### src/rtl/prio_rr_arbiter.sv
// Priority arbiter with round-robin tie breaking among equal-priority requesters.
// Registered one-hot grant, optionally locked until the grantee releases it.
module prio_rr_arbiter #(
  parameter int N         = 8,
  parameter int PRIO_BITS = 3,
  parameter int LOCK      = 1,
  localparam int SW       = (N > 1) ? $clog2(N) : 1
) (
  input  logic                   clk_i,
  input  logic                   rstn_i,
  input  logic [N-1:0]           req_i,
  input  logic [N*PRIO_BITS-1:0] prio_i,
  input  logic                   done_i,
  output logic [N-1:0]           gnt_o,
  output logic                   gnt_valid_o,
  output logic [SW-1:0]          sel_o,
  output logic [PRIO_BITS-1:0]   prio_o
);

  typedef enum logic {S_IDLE, S_GRANT} state_t;

  state_t                 state_q, state_d;
  logic [N-1:0]           gnt_q, gnt_d;
  logic [SW-1:0]          sel_q, sel_d;
  logic [PRIO_BITS-1:0]   prio_q, prio_d;
  logic [SW-1:0]          last_q, last_d;

  logic [PRIO_BITS-1:0]   prio_arr [N];
  logic [PRIO_BITS-1:0]   min_prio;
  logic                   any_req;
  logic                   win_found;
  logic [SW-1:0]          win_idx;
  logic [SW:0]            rr_sum;
  logic [SW-1:0]          rr_idx;
  logic                   issue;
  logic                   drop;

  always_comb begin
    for (int k = 0; k < N; k++) begin
      prio_arr[k] = prio_i[k*PRIO_BITS +: PRIO_BITS];
    end
  end

  // Winner: lowest priority value, ties resolved starting just after last grant
  always_comb begin
    any_req   = |req_i;
    min_prio  = '1;
    for (int k = 0; k < N; k++) begin
      if (req_i[k] && (prio_arr[k] < min_prio)) min_prio = prio_arr[k];
    end
    win_found = 1'b0;
    win_idx   = '0;
    rr_sum    = '0;
    rr_idx    = '0;
    for (int i = 0; i < N; i++) begin
      rr_sum = {1'b0, last_q} + (SW+1)'(i + 1);
      if (rr_sum >= (SW+1)'(N)) rr_sum = rr_sum - (SW+1)'(N);
      rr_idx = rr_sum[SW-1:0];
      if (!win_found && req_i[rr_idx] && (prio_arr[rr_idx] == min_prio)) begin
        win_found = 1'b1;
        win_idx   = rr_idx;
      end
    end
  end

  always_comb begin
    state_d = state_q;
    gnt_d   = gnt_q;
    sel_d   = sel_q;
    prio_d  = prio_q;
    last_d  = last_q;
    issue   = 1'b0;
    drop    = 1'b0;
    case (state_q)
      S_IDLE: begin
        issue = any_req;
      end
      S_GRANT: begin
        if ((LOCK == 0) || done_i || !req_i[sel_q]) begin
          issue = any_req;
          drop  = !any_req;
        end
      end
      default: drop = 1'b1;
    endcase
    if (issue) begin
      state_d = S_GRANT;
      gnt_d   = {{(N-1){1'b0}}, 1'b1} << win_idx;
      sel_d   = win_idx;
      prio_d  = min_prio;
      last_d  = win_idx;
    end else if (drop) begin
      state_d = S_IDLE;
      gnt_d   = '0;
    end
  end

  // Grant register stage; sel/prio hold across idle
  always_ff @(posedge clk_i) begin
    if (!rstn_i) begin
      state_q <= S_IDLE;
      gnt_q   <= '0;
      sel_q   <= '0;
      prio_q  <= '0;
      last_q  <= SW'(N - 1);
    end else begin
      state_q <= state_d;
      gnt_q   <= gnt_d;
      sel_q   <= sel_d;
      prio_q  <= prio_d;
      last_q  <= last_d;
    end
  end

  assign gnt_o       = gnt_q;
  assign gnt_valid_o = (state_q == S_GRANT);
  assign sel_o       = sel_q;
  assign prio_o      = prio_q;

endmodule

### config.mk
export PLATFORM = sky130hd
export DESIGN_NAME = prio_rr_arbiter
export DESIGN_NICKNAME = d
export VERILOG_FILES = /design/src/rtl/prio_rr_arbiter.sv
export SDC_FILE = /design/constraint.sdc
export NUM_CORES = 1
export LEC_CHECK = 0
export CAP_MARGIN = 0
export CORE_ASPECT_RATIO = 0.5
export CORE_MARGIN = 2
export CORE_UTILIZATION = 57
export CTS_CLUSTER_DIAMETER = 200
export DETAILED_ROUTE_END_ITERATION = 10
export GPL_TIMING_DRIVEN = 0
export PLACE_DENSITY = 0.83
export SYNTH_ARGS = -nofsm -noshare
export SYNTH_HDL_FRONTEND = slang
export SYNTH_SLANG_ARGS = --single-unit
### constraint.sdc
create_clock -name clk_i -period 8.1 [get_ports clk_i]
set_clock_uncertainty 0.2 [all_clocks]
set_input_delay 0.81 -clock clk_i [delete_from_list [all_inputs] [get_ports clk_i]]
set_output_delay 0.81 -clock clk_i [all_outputs]
set_load 0.02 [all_outputs]
==> results.ini, run 1 <==
[status]
status = finished, final reports clean

[logic_synthesis]
synth.area.top_cells = mux4_2 20%, dfxtp_1 9.8%, mux2i_1 6.8%
synth-edff-count = 0
synth_seq_cells = 18
syn_area_per_cell_um2 = 8.70
synth_top_cell_by_area = mux4_2
synth_seq_area_share_pct = 9.84
ys_warn_count = 0
synthDistinctLibCells = 82
synth_top_area_share_pct = 20.3
synth-main-ff-cell = dfxtp_1
async_reset_ff_share_pct = 0
synth_nets = 460
syn_inst = 421
syn_area_um2 = 3660

[cts]
clock_latency_ns = 0.25
clk_path_buf_depth = 2
cts_sinks = 18
htreeDepth = 1
postCtsSetupBuffers = 0
cts_tree = built
clkSlewWorstSetupHoldPaths_ns = 0.06
cts_buffers = 3
cts-root-buf = clkbuf_16

[timing]
post-route-period-util_pct = 90.9
rsz0062_at_grt = false
slew_headroom_pct = 17.6
layout_min_cycle_time_ns = 7.36
worst_pin_slew_ns = 1.23
finalSetupViolCount = 0
maxSlewViolCount = 0
tns_ns = 0
hold_violations = 0
max_freq_mhz = 136

[critical_path]
crit_type = in2reg
critPathCaptureType = register
path_max_fanout = 10
start_kind = input port
slowest_stage = clkdlybuf4s50_1
worst_ep_arrival_time_ns = 7.31
crit_path_max_incr_delay_ns = 0.67
required_ns = 8.05
path_cells = clkdlybuf4s50_1 -> nand2b_1 -> nand3_1 -> a2111oi_0 -> o21a_1 -> o211ai_1 -> a31oi_2 -> a211oi_1 -> or2_2 -> ha_1 -> a211oi_1 -> and2_1 -> a2111oi_2 -> or3_1 -> buf_4 -> xnor2_1 -> o32ai_1 -> nor2_1 -> a311oi_1 -> a31oi_1 -> nand2b_1 -> o41ai_1

[flow_run]
drv_cap = 0

[detailed_routing]
vias = 3921
drc_errors = 0
final_antenna_net_count = 0
initialDrtViolationCount = 450
wirelength_mm = 11.0
wl_per_cell_um = 19.9
drt_pre_antenna_iters = 7
viasPerCell = 7.06

[global_route]
grtUsageTotal_pct = 30.8
grt_max_degree = 11
grt_pass1_wl_mm = 17.6
grt_pass1_vias = 3558
grt_overflow_total = 0
antenna_found_initial = 0

[layout]
antenna_cells = 0
nFillCells = 515
areaGrowthSynthToFinish_pct = 17.2
nets = 507
drive_gt1_share_pct = 15.0

[power_and_ir_drop]
leakagePower_nw = 1.59
ir_drop_uv = 180
swShare_pct = 52.8
power_density_nw_per_um2 = 409
pwr-share-clk_pct = 6.3
seqPwrFrac_pct = 7.5
fin_total_pwr_mw = 1.75
p_comb_share_pct = 86.2
netSwitchingPower_mw = 0.927
internal_power_mw = 0.828

[floorplan]
die_h_um = 60.7
fp.dieW_um = 117
die_area_um2 = 7120
core-area_um2 = 6130
floorplan.initialDensity_pct = 59.8
ioPinCount = 50
placementRows = 20

[place]
place_congestion = 0.994
io_buffers = 42
dpl.hpwl_mm = 8.45

[hold_path]
min-delay-path-class = reg2reg

-- registers in the layout, summed over array words and instances (netlist names) --
| signal | flops |
|---|---|
| gnt_o | 8 |
| gnt_valid_o | 1 |
| last_q | 3 |
| prio_o | 3 |
| sel_o | 3 |
-- repair_timing --
item / 4_1_cts / 5_1_grt
hold buffers: 0 / 0
setup endpoints to repair: 0 / 2
gates resized for setup: 0 / 2
-- area by class of cell --
type                       instances  area (µm²)  share of cell area, %
tap                               88         110                   2.56
multi-input combinational        362        3150                   73.3
inverter                          16        60.1                   1.40
clock buffer                       4        88.8                   2.07
sequential                        18         360                   8.39
buffer                            25         108                   2.51
timing repair buffer              42         420                   9.79
-- power by group through the flow --
stage | Sequential (mW) | Clock (mW) | Combinational (mW)
2_1_floorplan | 0.145 | 0 | 1.13
3_3_place_gp | 0.132 | 0 | 1.43
3_5_place_dp | 0.132 | 0 | 1.46
4_1_cts | 0.131 | 0.111 | 1.47
5_1_grt | 0.134 | 0.115 | 1.63
6_report | 0.132 | 0.110 | 1.51
-- final timing paths --
path	slack [ns]	to	cells after the start	from
worst min register to register	0.25	gnt_o[4]	2	gnt_o[4]
worst max register to register	1.37	gnt_o[7]	18	last_q[0]
worst min-delay path	0.25	gnt_o[4]	2	gnt_o[4]
worst max-delay path	0.74	gnt_o[0]	22	prio_i[5]
-- cell usage after synthesis, drive strengths merged (11+ instances only) --
cell and number:
a31oi 11, buf 11, clkbuf 14, dfxtp 18, inv 16, mux2i 25
mux4 34, nand2 38, nand2b 14, nand3 13, nor2 21, o21ai 14
o31ai 12, xnor2 12
-- placed cells by master, fill, tap and decap left out, types with 4 or more instances in the layout --
cell type,count
nor2_1,21
nor4_1,7
ha_1,4
and2_1,8
nand4_1,4
o21ai_0,10
nand2b_1,14
a21oi_1,10
o211ai_1,10
mux2i_1,25
clkdlybuf4s50_1,42
o31ai_1,10
nor2b_1,6
buf_2,5
nor3_1,8
mux4_2,33
o211a_1,4
nand3_1,13
nor3b_1,4
nand2_1,38
buf_1,4
a311oi_1,4
a31oi_1,10
clkbuf_1,14
o22ai_1,5
dfxtp_1,18
xor2_1,8
or3_1,4
inv_1,15
and3_1,8
xnor2_1,12
a211oi_1,4
-- critical path: cells and delay by family --
family / cells / cell delay (ns)
AO/OA/AOI/OAI: 11 / 3.38
XOR/XNOR: 1 / 0.15
adder cells (fa/ha/maj): 1 / 0.21
buffers and inverters: 2 / 0.86
AND/OR/NAND/NOR: 7 / 1.90
-- per-layer routing --
layer | vias to the layer above | GRT usage, % | share of wire [%]
met4 | 0 | 9.98 | 2.7
met1 | 1840 | 41.6 | 42
met2 | 265 | 53.1 | 44
li1 | 1774 | - | -
met3 | 42 | 4.42 | 11
met5 | - | 0 | 0
-- per-stage QoR --
step           utilization, %  cell area [µm²]  setup WS, ns  hold slack (ns)  instances
5_1_grt                  70.1             4300         0.222            0.274        555
2_1_floorplan               -             3660          1.96            0.331        421
4_1_cts                  69.9             4280         0.671            0.251        555
3_3_place_gp             68.4             4190         0.578            0.234        551
3_5_place_dp             68.4             4190         0.424            0.238        551
6_report                 70.1             4300         0.739            0.246        555
-- kinds of logic (layout without fill, tap and decap cells) --
family | count (synthesis) | in the layout | synth area share, %
XOR/XNOR | 20 | 20 | 4.78
adder cells (fa/ha/maj) | 4 | 4 | 1.37
flip-flops | 18 | 18 | 9.84
buffers and inverters | 41 | 87 | 4.58
AO/OA/AOI/OAI | 120 | 120 | 27.5
multiplexers | 62 | 62 | 28.8
AND/OR/NAND/NOR | 156 | 156 | 23.2
No activity file was read; power rests on OpenSTA's default activity.
==> run 2, diff against run 1 <==
--- a/config.mk
+++ b/config.mk
@@ -8,11 +8,12 @@
 export CAP_MARGIN = 0
 export CORE_ASPECT_RATIO = 0.5
 export CORE_MARGIN = 2
-export CORE_UTILIZATION = 57
+export CORE_UTILIZATION = 30
 export CTS_CLUSTER_DIAMETER = 200
 export DETAILED_ROUTE_END_ITERATION = 10
 export GPL_TIMING_DRIVEN = 0
-export PLACE_DENSITY = 0.83
+export HOLD_SLACK_MARGIN = 0.03
+export PLACE_DENSITY = 0.5
 export SYNTH_ARGS = -nofsm -noshare
 export SYNTH_HDL_FRONTEND = slang
 export SYNTH_SLANG_ARGS = --single-unit
==> results.ini, run 2 (synthesis results as in run 1) <==
[cts]
cts_tree = built
postCtsSetupBuffers = 0
clkSlewWorstSetupHoldPaths_ns = 0.05
hold_buffers = 0
clk_path_buf_depth = 2
cts-root-buf = clkbuf_16
cts_sinks = 18
clock_latency_ns = 0.25
cts_resized = 0
cts_buffers = 3
htreeDepth = 1

[layout]
antenna_cells = 0
nets = 507
areaGrowthSynthToFinish_pct = 19.5
largest_register_ffs = 8
drive_gt1_share_pct = 14.6
final_common_cell = clkdlybuf4s50_1
postLayoutCellArea_um2 = 4380
mostFrequentLayoutCells = 42 x clkdlybuf4s50_1, 38 x nand2_1, 33 x mux4_2

[critical_path]
start_kind = input port
required_ns = 8.06
path_max_fanout = 10
worst_ep_arrival_time_ns = 7.43
crit_type = in2reg
r2r-start = last_q[0]
critPathCaptureType = register
crit_start = prio_i[5]

[floorplan]
floorplan.initialDensity_pct = 30.8
core-area_um2 = 11900
placementRows = 28
die_area_um2 = 13200
die_h_um = 82.1
fp.dieW_um = 160
ioPinCount = 50

[detailed_routing]
wl_per_cell_um = 19.0
initialDrtViolationCount = 340
wirelength_mm = 12.0
viasPerCell = 5.85
final_antenna_net_count = 0
drc_errors = 0
drt_pre_antenna_iters = 4
vias = 3700

[timing]
layout_min_cycle_time_ns = 7.47
worst_pin_slew_ns = 1.21
finalSetupViolCount = 0
maxSlewViolCount = 0
post-route-period-util_pct = 92.2
tns_ns = 0
rsz0062_at_grt = false
hold_violations = 0
max_freq_mhz = 134
whs_ns = 0.249
slew_headroom_pct = 18.9

[flow_run]
drv_cap = 0

[status]
status = finished, final reports clean

[place]
place_congestion = 0.872
place_area_um2 = 4290
io_buffers = 42
dpl.hpwl_mm = 9.60

[power_and_ir_drop]
ir_drop_uv = 168
power_density_nw_per_um2 = 401
leakagePower_nw = 1.59

[global_route]
grt_max_degree = 11
antenna_found_initial = 0
grtUsageTotal_pct = 18.4
grt_pass1_wl_mm = 19.3
grt_pass1_vias = 3464
grt_overflow_total = 0

[hold_path]
hold_start = gnt_o[4]
min-delay-path-class = reg2reg

-- run 2: critical path: stages --
cell and delay, ns:
clkdlybuf4s50_1 0.67, nand2b_1 0.20, nand3_1 0.22, nor3_1 0.55
nor3b_1 0.24, inv_1 0.08, a31oi_2 0.34, a211oi_1 0.16
or2_2 0.33, ha_1 0.21, a211oi_1 0.44, and2_1 0.28
a2111oi_2 0.13, or3_1 0.40, buf_4 0.19, xnor2_1 0.34
o2bb2ai_2 0.17, nor4b_2 0.37, nand2_1 0.12, a32oi_1 0.60
nand2_1 0.29, o31ai_1 0.27
-- run 2: power breakdown --
part / internal (mW) / switching (mW) / total (mW) / leakage, nW
clock network: 0.0751 / 0.0331 / 0.108 / 0.0442
logic: 0.632 / 0.884 / 1.52 / 1.40
registers: 0.115 / 0.0151 / 0.130 / 0.148
total: 0.823 / 0.932 / 1.75 / 1.59
-- run 2: layout make-up --
type	count	area (µm²)
buffer	25	108
clock buffer	4	88.8
fill	1224	7500
inverter	16	60.1
multi-input combinational	362	3140
sequential	18	360
tap	165	206
timing repair buffer	42	420
-- run 2: path summary, 6_finish.rpt --
kind / endpoint / slack [ns] / depth (start not counted)
worst max-delay path: gnt_o[3] / 0.63 / 22
worst min-delay path: gnt_o[4] / 0.25 / 2
worst max register to register: gnt_o[3] / 1.21 / 17
worst min register to register: gnt_o[4] / 0.25 / 2
-- run 2: through the flow --
step | instances | setup slack [ns] | utilization, % | power [mW]
after detailed placement | 628 | 0.394 | 36.1 | 1.63
after floorplan | 421 | 1.96 | - | 1.27
final | 632 | 0.635 | 36.9 | 1.75
after global placement | 628 | 0.410 | 36.1 | 1.64
after global routing | 632 | 0.122 | 36.9 | 1.89
after CTS | 632 | 0.611 | 36.9 | 1.75
-- run 2: metal layers --
layer | vias to the layer above | share of wire [%] | GRT usage [%]
met5 | - | 0 | 0
met4 | 0 | 0.88 | 2.52
met3 | 8 | 4.7 | 1.75
met2 | 117 | 44 | 30.6
met1 | 1800 | 51 | 26.7
li1 | 1775 | - | -
